File: src/rtl/sound_pkg.sv
// Shared constants for the APU frame sequencer: step schedule masks,
// length limits, channel indices and default timing.
package sound_pkg;

  localparam int CLKS_PER_STEP_DEFAULT = 64453;
  localparam int PRESCALE_W_DEFAULT    = 17;

  // Bit n set means the wrap out of step n issues that tick.
  localparam logic [7:0] LEN_STEPS   = 8'b01010101;
  localparam logic [7:0] SWEEP_STEPS = 8'b01000100;
  localparam logic [7:0] ENV_STEPS   = 8'b10000000;

  localparam int LEN_MAX_SQ   = 64;
  localparam int LEN_MAX_WAVE = 256;

  localparam int CH1 = 0;
  localparam int CH2 = 1;
  localparam int CH3 = 2;
  localparam int CH4 = 3;

  function automatic int len_max_for(input int ch);
    return (ch == CH3) ? LEN_MAX_WAVE : LEN_MAX_SQ;
  endfunction

endpackage

File: src/rtl/sound_length_counter.sv
// One channel's length counter and ON flag.
// SOUND_SEQ_EXTRA_LEN_CLOCK_EN adds the extra clock on a length-enable rising edge.
module sound_length_counter
  import sound_pkg::*;
#(
  parameter int LEN_MAX = LEN_MAX_SQ
) (
  input  logic       clk,
  input  logic       rst,
  input  logic       master_en,
  input  logic       trigger,
  input  logic       len_load,
  input  logic [7:0] len_data,
  input  logic       len_en,
  input  logic       len_tick,
  input  logic       step_odd,
  output logic       ch_on
);

  localparam logic [8:0] LEN_MAX_V = 9'(LEN_MAX);
  localparam logic [7:0] DATA_MASK = 8'(LEN_MAX - 1);

  logic [8:0] count_reg, count_next, base;
  logic       on_reg, on_next;
  logic [8:0] load_value;
  logic       extra_clk, extra_dec;

  assign load_value = LEN_MAX_V - {1'b0, len_data & DATA_MASK};

`ifdef SOUND_SEQ_EXTRA_LEN_CLOCK_EN
  logic len_en_prev_reg;

  always_ff @(posedge clk or posedge rst) begin
    if (rst) len_en_prev_reg <= 1'b0;
    else     len_en_prev_reg <= master_en & len_en;
  end

  // A load this cycle takes precedence over the edge-triggered decrement.
  assign extra_clk = len_en & ~len_en_prev_reg & step_odd & ~len_load;
`else
  logic unused_step_odd;
  assign unused_step_odd = step_odd;
  assign extra_clk       = 1'b0;
`endif

  assign extra_dec = extra_clk && (count_reg != 9'd0);

  always_comb begin
    count_next = count_reg;
    on_next    = on_reg;
    base       = len_load ? load_value : count_reg;
    count_next = extra_dec ? base - 9'd1 : base;
    if (trigger) begin
      on_next = 1'b1;
      if (count_next == 9'd0)
        count_next = extra_dec ? LEN_MAX_V - 9'd1 : LEN_MAX_V;
    end else if (extra_dec) begin
      if (count_next == 9'd0) on_next = 1'b0;
    end else if (!len_load && len_tick && len_en && count_reg != 9'd0) begin
      count_next = count_reg - 9'd1;
      if (count_next == 9'd0) on_next = 1'b0;
    end
    if (!master_en) begin
      count_next = 9'd0;
      on_next    = 1'b0;
    end
  end

  always_ff @(posedge clk or posedge rst) begin
    if (rst) begin
      count_reg <= 9'd0;
      on_reg    <= 1'b0;
    end else begin
      count_reg <= count_next;
      on_reg    <= on_next;
    end
  end

  assign ch_on = on_reg;

endmodule

File: src/rtl/sound_frame_sequencer.sv
// 512 Hz frame sequencer: prescaler, 8-step schedule, tick strobes and four
// length counters. Optional macro: SOUND_SEQ_EXTRA_LEN_CLOCK_EN.
module sound_frame_sequencer
  import sound_pkg::*;
#(
  parameter int CLKS_PER_STEP = CLKS_PER_STEP_DEFAULT,
  parameter int PRESCALE_W    = PRESCALE_W_DEFAULT
) (
  input  logic       I_CLK,
  input  logic       I_RESET,
  input  logic       I_MASTER_EN,
  input  logic [3:0] I_TRIGGER,
  input  logic [3:0] I_LEN_LOAD,
  input  logic [7:0] I_LEN_DATA,
  input  logic [3:0] I_LEN_EN,
  output logic       O_LEN_TICK,
  output logic       O_SWEEP_TICK,
  output logic       O_ENV_TICK,
  output logic [2:0] O_STEP,
  output logic [3:0] O_CH_ON
);

  localparam logic [PRESCALE_W-1:0] TERMINAL = PRESCALE_W'(CLKS_PER_STEP - 1);

  logic [PRESCALE_W-1:0] prescale_reg;
  logic [2:0]            step_reg;
  logic                  len_tick_reg, sweep_tick_reg, env_tick_reg;
  logic [3:0]            ch_on;

  always_ff @(posedge I_CLK or posedge I_RESET) begin
    if (I_RESET) begin
      prescale_reg   <= '0;
      step_reg       <= 3'd0;
      len_tick_reg   <= 1'b0;
      sweep_tick_reg <= 1'b0;
      env_tick_reg   <= 1'b0;
    end else if (!I_MASTER_EN) begin
      prescale_reg   <= '0;
      step_reg       <= 3'd0;
      len_tick_reg   <= 1'b0;
      sweep_tick_reg <= 1'b0;
      env_tick_reg   <= 1'b0;
    end else if (prescale_reg == TERMINAL) begin
      // Ticks decode the step being left, not the one being entered.
      prescale_reg   <= '0;
      step_reg       <= step_reg + 3'd1;
      len_tick_reg   <= LEN_STEPS[step_reg];
      sweep_tick_reg <= SWEEP_STEPS[step_reg];
      env_tick_reg   <= ENV_STEPS[step_reg];
    end else begin
      prescale_reg   <= prescale_reg + 1'b1;
      len_tick_reg   <= 1'b0;
      sweep_tick_reg <= 1'b0;
      env_tick_reg   <= 1'b0;
    end
  end

  genvar gi;
  generate
    for (gi = 0; gi < 4; gi++) begin : gen_ch
      sound_length_counter #(
        .LEN_MAX(len_max_for(gi))
      ) u_len (
        .clk      (I_CLK),
        .rst      (I_RESET),
        .master_en(I_MASTER_EN),
        .trigger  (I_TRIGGER[gi]),
        .len_load (I_LEN_LOAD[gi]),
        .len_data (I_LEN_DATA),
        .len_en   (I_LEN_EN[gi]),
        .len_tick (len_tick_reg),
        .step_odd (step_reg[0]),
        .ch_on    (ch_on[gi])
      );
    end
  endgenerate

  assign O_LEN_TICK   = len_tick_reg;
  assign O_SWEEP_TICK = sweep_tick_reg;
  assign O_ENV_TICK   = env_tick_reg;
  assign O_STEP       = step_reg;
  assign O_CH_ON      = ch_on;

endmodule
File: config.mk
export PLATFORM = sky130hd
export DESIGN_NAME = sound_frame_sequencer
export DESIGN_NICKNAME = d
export VERILOG_FILES = /design/src/rtl/sound_pkg.sv /design/src/rtl/sound_length_counter.sv /design/src/rtl/sound_frame_sequencer.sv
export SDC_FILE = /design/constraint.sdc
export NUM_CORES = 1
export LEC_CHECK = 0
export BUFFER_PORTS_ARGS = -buffer_cell sky130_fd_sc_hd__buf_2
export CELL_PAD_IN_SITES_DETAIL_PLACEMENT = 1
export CELL_PAD_IN_SITES_GLOBAL_PLACEMENT = 1
export CORE_MARGIN = 4
export CORE_UTILIZATION = 46
export DETAILED_ROUTE_END_ITERATION = 10
export PLACE_DENSITY = 0.81
export SETUP_SLACK_MARGIN = 0.02
export SLEW_MARGIN = 20
export SYNTH_ARGS = -nofsm -noshare
export SYNTH_HDL_FRONTEND = slang
export SYNTH_SLANG_ARGS = --single-unit
File: constraint.sdc
create_clock -name I_CLK -period 3 [get_ports I_CLK]
set_input_delay 0.3 -clock I_CLK [delete_from_list [all_inputs] [get_ports I_CLK]]
set_output_delay 0.3 -clock I_CLK [all_outputs]
set_load 0.05 [all_outputs]
After elaboration in Yosys (flattened, before gate mapping)

Memory sizes are Yosys's and may differ from the RTL's.
Index checks and enable logic that the tools add are counted.

ROM bits: 24
Memories kept: 3
Output and inout bits: 10
Bits in registers: 63
Input bits: 23

Add/sub/neg operators: 8
Reductions and logical operators: 32
Mux-type cells: 49
Magnitude comparators: 1
Eq/ne operators: 10

Memories:

| name            | depth | bits a word | rd ports | clocked after memory_dff | wr ports | line                        | source |
|---|---|---|---|---|---|---|---|
| (no name shown) | 8     | 1           | 1        | 0                        | 0        | sound_frame_sequencer.sv:49 | `env_tick_reg <= ENV_STEPS[step_reg];` |
| (no name shown) | 8     | 1           | 1        | 0                        | 0        | sound_frame_sequencer.sv:48 | `sweep_tick_reg <= SWEEP_STEPS[step_reg];` |
| (no name shown) | 8     | 1           | 1        | 0                        | 0        | sound_frame_sequencer.sv:47 | `len_tick_reg <= LEN_STEPS[step_reg];` |

Operators with widths:

| cell                                                                 | number |
|---|---|
| 9-bit two-way mux                                                    | 20 |
| 9-bit logical NOT                                                    | 8 |
| 9-bit nonzero test                                                   | 4 |
| 9-bit by 1-bit subtractor with 9-bit output, second input constant   | 4 |
| 17-bit two-way mux                                                   | 2 |
| 1-bit two-way mux                                                    | 25 |
| 3-bit by 1-bit != test with 1-bit output, second input constant      | 8 |
| 17-bit by 1-bit adder with 17-bit output, second input constant      | 1 |
| 17-bit by 16-bit == test with 1-bit output, second input constant    | 1 |
| 1-bit logical AND                                                    | 12 |
| 9-bit by 8-bit subtractor with 9-bit output, first input constant    | 1 |
| 2-bit AND reduction                                                  | 4 |
| 7-bit by 6-bit subtractor with 8-bit output, first input constant    | 1 |
| 3-bit two-way mux                                                    | 2 |
| 1-bit logical NOT                                                    | 4 |
| 3-bit by 4-bit < comparator with 1-bit output, second input constant | 1 |
| 3-bit by 1-bit adder with 3-bit output, second input constant        | 1 |
| 2-bit by 1-bit != test with 1-bit output, second input constant      | 1 |

Longest topological paths before layout

Depth after elaboration: 7
Depth in mapped cells: 8
Mapped depth without buffers: 7

Cells and area by module

Synthesis repeated with hierarchy kept, for this count alone.

Cells, all modules: 515
Area total of the unflattened synthesis: 4556.9 µm²

By module, submodules not included:

| module                                      | seq. area each (µm²) | instances | cells each | area an instance (µm²) |
|---|---|---|---|---|
| sound_length_counter at gen_ch[0].u_len ... | 250.2                | 3         | 98         | 833.3 |
| sound_frame_sequencer                       | 575.6                | 1         | 118        | 1169.9 |
| sound_length_counter at gen_ch[2].u_len     | 250.2                | 1         | 103        | 887.1 |

Worst setup path before layout

No wires, ideal clock.

Path kind: reg-to-reg
Start: reg gen_ch[3].u_len.count_reg[0]
End: reg gen_ch[3].u_len.count_reg[6]
Cell stages (with the launch flop): 8
Arrival: 2.170 ns
Period minus slack after synthesis: 2.294 ns
Slack: 0.706 ns
Data required time: 2.876 ns
Buffers on the path: 0
Path through: dfrtp_1 > inv_1 > ha_1 > or4b_4 > o31ai_4 > nor2_2 > a221o_1 > a211o_1

Cells in the longest elaborated chain, start to end: 5
Elaborated cells between the ends (all ways): 9
Classes of those cells: 1 x add/sub; 5 x mux; 3 x reduce/logical

RTL lines:

| what                                                                                                | line                       | source |
|---|---|---|
| start: declaration                                                                                  | sound_length_counter.sv:23 | `logic [8:0] count_reg, count_next, base;` |
| start signal: assignment                                                                            | sound_length_counter.sv:74 | `count_reg <= count_next;` |
| parallel branches: the longest is 3 deep, another holds 9-bit by 1-bit subtractor with 9-bit output | --                         |  |
| 9-bit two-way mux *                                                                                 | sound_length_counter.sv:53 | `if (trigger) begin` |
| 9-bit two-way mux *                                                                                 | sound_length_counter.sv:63 | `if (!master_en) begin` |
| via gen_ch[3].u_len.count_next[6]                                                                   | sound_length_counter.sv:23 |  |

Mark *: on every way through the listed nets, which the timed path passes.
A chain may end at the register's enable or synchronous reset.

Worst setup path after layout

Ends and elaborated chain as after synthesis.

==> reports/results.tsv <==
metric	value	unit
Worst VDD drop	0.200	mV
share of the synthesized area in the top cell type	37.5	%
Slew Viols, Final	0	
chip height	104	µm
Clock Pin Slew Worst Setup and Hold Paths	0.08	ns
Slew HR	40.1	%
Syn Area/Cell	8.82	µm²
CTS tree	built	
gpl congestion	0.901	
status	complete, no violations	
Worst Path Max Fanout	6	
Mapped Area	4210	µm²
Hold Violations, Final	0	
fmax	0.397	GHz
fin cells	604	
Critical Path Source Type	register	
Area growth, synth to finish	9.55	%
final layout net count	528	
first-pass GRT wire length	20.3	mm
Starting Density	47.8	%
Routed WL per cell	19.5	µm
Clock Sinks	63	
TritonCTS buffer count	9	
placed cell count	588	
cts hold-fix bufs	0	
crit path time final	2.52	ns
fraction of layout instances using a drive strength above 1	12.9	%
Post-CTS Setup Inserts	0	
Boundary Pins	33	
WS Path Type	register to register	
Worst EP required	3.24	ns
grt total ovfl	0	
Most Crowded Layer GR	met2	
top post-synthesis cells by count	dfrtp_1, nor2_1, nand2_1, xnor2_1, inv_1	
most frequent cell after synthesis	dfrtp_1	
vias	3695	
top area cells in the synthesized netlist	dfrtp_1, xnor2_1, nor2_1	
PostCTS Resize Cnt	0	
Vias/cell	6.12	
Starting DRT DRC Count	171	
final setup fails	0	
Rows	34	
Async S/R FF share, synth	100	%
Final ANT Viol Nets	0	
Yosys top cell by area	dfrtp_1	
largest net degree at the start of global routing	31	
Seq cells post-synth	63	
clk root buf	clkbuf_8	
Max H-tree Level	3	
Syn. warnings	0	
Final Skew	0.0110	ns
initial antenna violation count	0	
kind of cell adding the most delay to the critical path	compound AO/OA/AOI/OAI gates	
drt drc	0	
Setup TNS	0	ns
Slew @ Worst Pin	0.894	ns
Crit. End Element	register	
Synth Flop Type	dfrtp_1	
RSZ-0062 raised after global routing	false	
met2 Use GR	38.2	%
Cells after Synth	477	
clk buf depth	2	
Net Count, Synth	514	
hold crit path type	input pin to asynchronous set/reset pin	
area of the core	8810	µm²
sequential fraction of the synthesis area	37.5	%
period utilization	84.0	%
gr usage total	22.9	%
PD cells	472	nW/µm²
M1 GR Usage	30.4	%
CP bufs+invs	1	
leakage	0.00198	µW
number of max-cap violations	0	
Worst EP arrival	2.76	ns
ANT cells	0	
met3 usage	2.86	%
CP max stage delay	0.53	ns
Largest register FFs	36	
Clock Latency Late Sink	0.35	ns
EDFF count, synth	0	
crit-path cells	inv_1 > ha_1 > or4b_4 > o31ai_4 > nor2_2 > a221o_1 > a211o_1	
slowest stage cell on the critical path	or4b_4	
drt total wl	11.8	mm
drt first pass iters	4	
vias in the first global route	3989	
input/output buffers	32	
Cell variety after synth	62	
Die Area	10700	µm²
Die W	104	µm
post-DP HPWL	8.41	mm
-- power by group --
part	total, µW	switching, µW	internal [µW]
Sequential	930	50.3	880
Combinational	375	234	141
Clock	869	374	495
Total	2170	659	1520
-- placed cells by master, fill, tap and decap left out, types with 10 or more instances in the layout --
cell type | Yosys | final
mux2i_1 | 12 | 12
a31oi_1 | 10 | 10
nand3_1 | 18 | 18
o21ai_0 | 12 | 12
a21oi_1 | 19 | 19
inv_1 | 26 | 25
buf_2 | 3 | 32
nand2_1 | 28 | 28
nor3_1 | 22 | 22
dfrtp_1 | 63 | 63
xor2_1 | 12 | 12
nor2_1 | 51 | 51
clkbuf_8 | 0 | 10
xnor2_1 | 28 | 28
ha_1 | 14 | 14
a211oi_1 | 16 | 16
nor4_1 | 13 | 13
-- cell type report --
type | count | area (µm²)
clock buffers | 10 | 138
clock inverters | 6 | 92.6
fillers | 1053 | 4200
inverters | 27 | 101
multi-input cells | 354 | 2370
flip-flops and latches | 63 | 1580
well taps | 108 | 135
repair buffers | 36 | 190
-- through the flow --
| stage | setup WS (ns) | util, % | hold slack, ns | total power [µW] | area [µm²] |
|---|---|---|---|---|---|
| 4_1_cts | 0.474 | 52.3 | 0.0323 | 2200 | 4610 |
| 2_1_floorplan | 0.706 | - | 0.462 | 1220 | 4210 |
| 6_report | 0.479 | 52.3 | 0.0112 | 2170 | 4610 |
| 3_5_place_dp | 0.484 | 49.7 | 0.420 | 1320 | 4380 |
| 5_1_grt | 0.326 | 52.3 | 0.0492 | 2300 | 4610 |
| 3_3_place_gp | 0.618 | 49.7 | 0.401 | 1300 | 4380 |
-- metal layers --
metal	up-vias	wire length (µm)
met3	25	314
met5	-	0
met4	0	289
met1	1861	5410
li1	1749	-
met2	60	5750
-- final timing paths --
kind,startpoint,endpoint,slack (ns),depth (start not counted)
worst max-delay path,gen_ch[3].u_len.count_reg[0],gen_ch[3].u_len.count_reg[6],0.48,7
worst min-delay path,I_RESET,gen_ch[1].u_len.count_reg[7],0.01,2
worst max register to register,gen_ch[3].u_len.count_reg[0],gen_ch[3].u_len.count_reg[6],0.48,7
worst min register to register,gen_ch[2].u_len.count_reg[0],gen_ch[2].u_len.count_reg[0],0.53,1
max in group asynchronous,I_RESET,gen_ch[0].u_len.ch_on,2.28,3
min in group I_CLK,I_TRIGGER[0],gen_ch[0].u_len.count_reg[6],0.27,3
-- logic make-up (layout without fill, tap and decap cells) --
group | after synthesis | after routing | share of synthesized area [%]
fa+ha+maj | 14 | 14 | 4.17
simple gates | 188 | 188 | 23.9
buf+inv | 60 | 79 | 6.07
flops | 63 | 63 | 37.5
mux | 15 | 15 | 3.66
compound gates | 97 | 97 | 16.4
xor+xnor | 40 | 40 | 8.33
(Power assumes the default switching activity.)
